$ cat src/rtl/adder_unit.sv
// Registered half-adder, full-adder and WIDTH-bit ripple-carry adder paths
// sharing one operand strobe; all outputs are flops cleared by async reset.

module ha_cell (
    input  logic a,
    input  logic b,
    output logic sum,
    output logic cout
);
    assign sum  = a ^ b;
    assign cout = a & b;
endmodule

// Full adder built from two half adders; the two partial carries never both set.
module fa_cell (
    input  logic a,
    input  logic b,
    input  logic cin,
    output logic sum,
    output logic cout
);
    logic s1;
    logic c1;
    logic c2;

    ha_cell u_ha0 (.a(a),  .b(b),   .sum(s1),  .cout(c1));
    ha_cell u_ha1 (.a(s1), .b(cin), .sum(sum), .cout(c2));

    assign cout = c1 | c2;
endmodule

module rca_chain #(
    parameter int WIDTH = 4
) (
    input  logic [WIDTH-1:0] a,
    input  logic [WIDTH-1:0] b,
    input  logic             cin,
    output logic [WIDTH-1:0] sum,
    output logic             cout,
    output logic             ovf
);
    // carry[i] is the carry into bit i; carry[WIDTH] leaves the MSB.
    logic [WIDTH:0] carry;

    assign carry[0] = cin;

    for (genvar i = 0; i < WIDTH; i++) begin : g_bit
        fa_cell u_fa (
            .a    (a[i]),
            .b    (b[i]),
            .cin  (carry[i]),
            .sum  (sum[i]),
            .cout (carry[i+1])
        );
    end

    assign cout = carry[WIDTH];
    assign ovf  = carry[WIDTH] ^ carry[WIDTH-1];
endmodule

module adder_unit #(
    parameter int WIDTH = 4
) (
    input  logic             clk,
    input  logic             rst,
    input  logic             in_valid,
    input  logic             ha_a,
    input  logic             ha_b,
    input  logic             fa_a,
    input  logic             fa_b,
    input  logic             fa_cin,
    input  logic [WIDTH-1:0] rca_a,
    input  logic [WIDTH-1:0] rca_b,
    input  logic             rca_cin,
    output logic             out_valid,
    output logic             ha_sum,
    output logic             ha_cout,
    output logic             fa_sum,
    output logic             fa_cout,
    output logic [WIDTH-1:0] rca_sum,
    output logic             rca_cout,
    output logic             rca_ovf
);
    logic             ha_sum_d;
    logic             ha_cout_d;
    logic             fa_sum_d;
    logic             fa_cout_d;
    logic [WIDTH-1:0] rca_sum_d;
    logic             rca_cout_d;
    logic             rca_ovf_d;

    ha_cell u_ha (
        .a    (ha_a),
        .b    (ha_b),
        .sum  (ha_sum_d),
        .cout (ha_cout_d)
    );

    fa_cell u_fa (
        .a    (fa_a),
        .b    (fa_b),
        .cin  (fa_cin),
        .sum  (fa_sum_d),
        .cout (fa_cout_d)
    );

    rca_chain #(.WIDTH(WIDTH)) u_rca (
        .a    (rca_a),
        .b    (rca_b),
        .cin  (rca_cin),
        .sum  (rca_sum_d),
        .cout (rca_cout_d),
        .ovf  (rca_ovf_d)
    );

    // Results load only on a strobe and otherwise hold; out_valid marks the load.
    always_ff @(posedge clk or posedge rst) begin
        if (rst) begin
            out_valid <= 1'b0;
            ha_sum    <= 1'b0;
            ha_cout   <= 1'b0;
            fa_sum    <= 1'b0;
            fa_cout   <= 1'b0;
            rca_sum   <= '0;
            rca_cout  <= 1'b0;
            rca_ovf   <= 1'b0;
        end else begin
            out_valid <= in_valid;
            if (in_valid) begin
                ha_sum   <= ha_sum_d;
                ha_cout  <= ha_cout_d;
                fa_sum   <= fa_sum_d;
                fa_cout  <= fa_cout_d;
                rca_sum  <= rca_sum_d;
                rca_cout <= rca_cout_d;
                rca_ovf  <= rca_ovf_d;
            end
        end
    end
endmodule

$ cat config.mk
export PLATFORM = sky130hd
export DESIGN_NAME = adder_unit
export DESIGN_NICKNAME = d
export VERILOG_FILES = /design/src/rtl/adder_unit.sv
export SDC_FILE = /design/constraint.sdc
export NUM_CORES = 1
export LEC_CHECK = 0
export ABC_AREA = 1
export CORE_UTILIZATION = 38
export CTS_BUF_LIST = sky130_fd_sc_hd__clkbuf_16
export DETAILED_ROUTE_END_ITERATION = 6
export PLACE_DENSITY = 0.76
export SKIP_LAST_GASP = 1
export SYNTH_ARGS = -nofsm -noshare
export SYNTH_HDL_FRONTEND = slang
export SYNTH_SLANG_ARGS = --single-unit
$ cat constraint.sdc
create_clock -name clk -period 0.8 [get_ports clk]
set_input_delay 0.16 -clock clk [delete_from_list [all_inputs] [get_ports clk]]
set_output_delay 0.16 -clock clk [all_outputs]
set_load 0.05 [all_outputs]
## Word level (Yosys, flattened, before mapping)

Index checks and enable logic that the tools add are counted.

| cells by class | value |
|---|---|
| bitwise logic cells | 28 |

Operator list:

| cell | count |
|---|---|
| $xor A1 B1 Y1 | 12 |
| $and A1 B1 Y1 | 11 |
| $or A1 B1 Y1 | 5 |

| word-level totals | value |
|---|---|
| input port bits | 17 |
| output and inout port bits | 11 |
| flip-flop bits (word level) | 11 |

## Depth between registers and ports, before layout

| logic depth | value |
|---|---|
| depth in word-level cells | 10 |
| gate-level depth with buffers | 11 |

## By module

From an unflattened synthesis, not the netlist that was laid out.

| unflattened totals | value |
|---|---|
| cell total of the unflattened synthesis | 75 |
| area, all modules | 619.3 µm² |

Modules (own cells, without submodules):

| module | area each (µm²) | cells each | sequential area each (µm²) | times used |
|---|---|---|---|---|
| adder_unit | 406.6 | 44 | 275.3 | 1 |
| ha_cell | 12.5 | 1 | 0.0 | 11 |
| fa_cell | 11.3 | 3 | 0.0 | 5 |
| rca_chain | 18.8 | 5 | 0.0 | 1 |

## Least setup slack after synthesis

OpenSTA, ideal clock, no wires.

| timing path | value |
|---|---|
| kind | input to register |
| start | input port rca_a[0] |
| end | register rca_sum[3] |
| path slack | -1069 ps |
| stages on the path | 8 |
| arrival time | 1795 ps |
| setup time | 74 ps |
| data required time | 726 ps |
| cell sequence | inv_1 > fa_1 > inv_1 > fa_1 > fa_1 > inv_1 > fa_1 > o21ai_2 |

| between the ends | value |
|---|---|
| cells in the longest elaborated chain, start to end | 8 |

RTL lines:

| item | RTL line | source |
|---|---|---|
| start: declaration | 72 | `input logic [WIDTH-1:0] rca_a,` |
| $xor A1 B1 Y1 | 10 | `assign sum = a ^ b;` |
| $and A1 B1 Y1 | 11 | `assign cout = a & b;` |
| $or A1 B1 Y1 (*) | 29 | `assign cout = c1 \| c2;` |
| $and A1 B1 Y1 (*) | 11 |  |
| $or A1 B1 Y1 (*) | 29 |  |
| $and A1 B1 Y1 (*) | 11 |  |
| $or A1 B1 Y1 (*) | 29 |  |
| $xor A1 B1 Y1 (*) | 10 |  |
| end signal: assignment | 134 | `rca_sum <= rca_sum_d;` |
| end: declaration | 80 | `output logic [WIDTH-1:0] rca_sum,` |

Mark *: on every way between the ends. The rest lies on a longest branch, timed or not.
A chain may end at the register's enable or synchronous reset.

## Worst setup path in the final report

Same ends and word-level chain as after synthesis.

==> results.json <==
{
  "tns_ns": -5.173,
  "critPathLaunch": "rca_a[0]",
  "power_frac_comb_pct": 36.8,
  "cts_made_buffers": 3,
  "cts-htree-levels": 1,
  "yosysTopAreaCellShare_pct": 47.62,
  "status": "complete, but fails checks",
  "nNetsFinal": 121,
  "area.growth.synth_to_final_pct": 97.84,
  "synthTopCellsByCount": "nand2_1, dfrtp_1, inv_1",
  "p_per_area_nw_per_um2": 2285,
  "grt_pass1_wl_mm": 2.235,
  "syn_area_sq_um": 578.1,
  "reg2reg_from": "rca_sum[2]",
  "worstSetupPathType": "in -> reg",
  "drc": 0,
  "start_util_pct": 42.82,
  "p_int_mw": 1.791,
  "vias": 518,
  "core_sq_um": 1350,
  "fillerInstances": 70,
  "synthTopCellsByArea": "dfrtp_1, fa_1, nand2_1",
  "postRouteAntennaNets": 0,
  "synth_edf_count": 0,
  "cts.path.max_buffers": 2,
  "num_antenna_cells": 0,
  "yosysWarningCount": 0,
  "grt_max_degree": 14,
  "ios": 28,
  "clock_latency_ns": 0.25,
  "drt-total-wl_mm": 1.494,
  "port_buffers": 27,
  "rsz0062_at_grt": "true",
  "hold_viol": 0,
  "p_sw_mw": 0.8231,
  "rrSetupSlack_ns": -0.10,
  "start_kind": "input port",
  "std_cell_rows": 13,
  "cts_tree": "built",
  "vias_per_cell": 4.625,
  "dpl_worst_slack_ns": -1.678,
  "clock_sinks": 11,
  "end_kind": "register",
  "maxCapViolCount": 0,
  "maxSlewHeadroom_pct": 87.14,
  "synth_area_per_cell_sq_um": 9.966,
  "dieArea_sq_um": 1681,
  "period_share_pct": 210.9,
  "final_area_sq_um": 1144,
  "place_area_sq_um": 1017,
  "wl_per_cell_um": 13.34,
  "fin_util_pct": 84.71,
  "drt_iter0_markers": 4,
  "peakVddDrop_mv": 2.004,
  "place_hpwl_mm": 1.075,
  "synthDistinctLibCells": 9,
  "clock-skew-final_ns": 0,
  "p_sw_share_pct": 31.49,
  "critPathRequiredTime_ns": 0.98,
  "gp_congestion": 0.6867,
  "path_clk_slew_ns": 0.04,
  "fin_hold_ws_ns": 0.2096,
  "cp_max_fo": 2,
  "drtPass1Iterations": 4,
  "setup_ws_ns": -0.8872,
  "worst-r2r-cell-count": 4,
  "p_leak_nw": 0.5713,
  "failed_checks": "negative setup slack",
  "netlist_instances": 58,
  "drive_above_1_share_pct": 50.52,
  "drv_slew": 0,
  "async_flop_share_pct": 100.0,
  "dp_cells": 102,
  "antenna_found_initial": 0,
  "arrival_ns": 1.87,
  "hold_path_class": "in -> async",
  "p_clk_share_pct": 35.6,
  "reg2reg_to": "rca_sum[2]",
  "synthFlopType": "dfrtp_1",
  "yosysMostFrequentCell": "nand2_1",
  "power_mw": 2.614,
  "syn-num-nets": 81,
  "max_freq_mhz": 592.7,
  "worst_pin_slew_ns": 0.1929,
  "grt_usage_pct": 22.93,
  "stdcell_count": 112,
  "fin_crit_ns": 1.687,
  "ys_seq_area_share_pct": 47.62,
  "die_x_um": 41,
  "die_h_um": 41,
  "cts-root-buf": "clkbuf_16",
  "synth_top_area_cell": "dfrtp_1",
  "setup_violations": 16,
  "overflow": 0,
  "grt_pass1_vias": 488,
  "postCtsHoldBufs": 0,
  "p_seq_share_pct": 27.6,
  "synth-seq-cells": 11
}
==> flip-flops by register name, indices dropped and copies added (netlist names) <==
| signal | count |
|---|---|
| out_valid | 1 |
| fa_sum | 1 |
| rca_cout | 1 |
| fa_cout | 1 |
| ha_sum | 1 |
| rca_ovf | 1 |
| rca_sum | 4 |
| ha_cout | 1 |
==> layer usage <==
metal  global-route usage (%)  vias up  share of wire, %
met2                    39.06       15                58
met1                    24.30      252                35
li1                         -      246                 -
met4                    12.50        0               2.3
met5                        0        -                 0
met3                    8.152        5               4.8
==> kinds of logic (layout without fill, tap and decap cells) <==
family / count (synthesis) / count (layout) / share of synthesized area, %
AND/OR/NAND/NOR: 26 / 26 / 17.10
buffers and inverters: 12 / 51 / 11.25
flip-flops: 11 / 11 / 47.62
adder cells (fa/ha/maj): 6 / 6 / 19.48
AO/OA/AOI/OAI: 3 / 3 / 4.546
==> area by class of cell <==
type	count	area, sq um	area share [%]
multi-input combinational	35	255.2	22.32
sequential	11	280.3	24.51
clock buffer	3	75.07	6.565
clock inverter	1	3.754	0.3282
inverter	10	60.06	5.252
tap	15	18.77	1.641
timing repair buffer	37	450.4	39.39
==> power groups by stage <==
stage                     sequential, mW  clock [mW]  combinational, mW
after CTS                          0.721       0.945              0.943
final                              0.721       0.929              0.963
after floorplan                    0.947           0              0.181
after global routing               0.727       0.957               1.02
after detailed placement           0.731           0              0.900
after global placement             0.724           0              0.882
==> placed cells by master (no fill, tap or decap), types with 2 or more instances in the layout <==
master           netlist  layout
clkbuf_16              0       3
clkdlybuf4s50_1        0       5
inv_1                  9       4
buf_12                 0      11
o21ai_2                3       3
dfrtp_1               11       7
fa_2                   0       4
inv_2                  0       4
buf_6                  2       3
dfrtp_2                0       4
inv_6                  1       2
dlygate4sd2_1          0       5
buf_4                  0       9
nand2_1               25      24
==> critical path: stages <==
cell,delay (ns)
buf_8,0.11
inv_12,0.04
fa_2,0.19
inv_2,0.04
fa_2,0.33
fa_2,0.36
inv_2,0.07
fa_2,0.44
o21ai_2,0.13
==> worst max path at each step <==
stage	to	slack, ns	cells past startpoint
2_1_floorplan	rca_sum[3]	-1.01	8
3_3_place_gp	rca_sum[3]	-1.63	9
3_5_place_dp	rca_sum[3]	-1.68	9
4_1_cts	rca_sum[3]	-0.88	9
5_1_grt	rca_sum[3]	-0.95	9
6_report	rca_sum[3]	-0.89	9
==> timing repair <==
| action | 4_1_cts | 5_1_grt |
|---|---|---|
| cloned | 0 | 0 |
| setup buffers | 4 | 2 |
| pin swaps | 11 | 3 |
| setup endpoints to repair | 21 | 17 |
| gates resized for setup | 32 | 4 |
No activity file was read; power rests on OpenSTA's default activity.
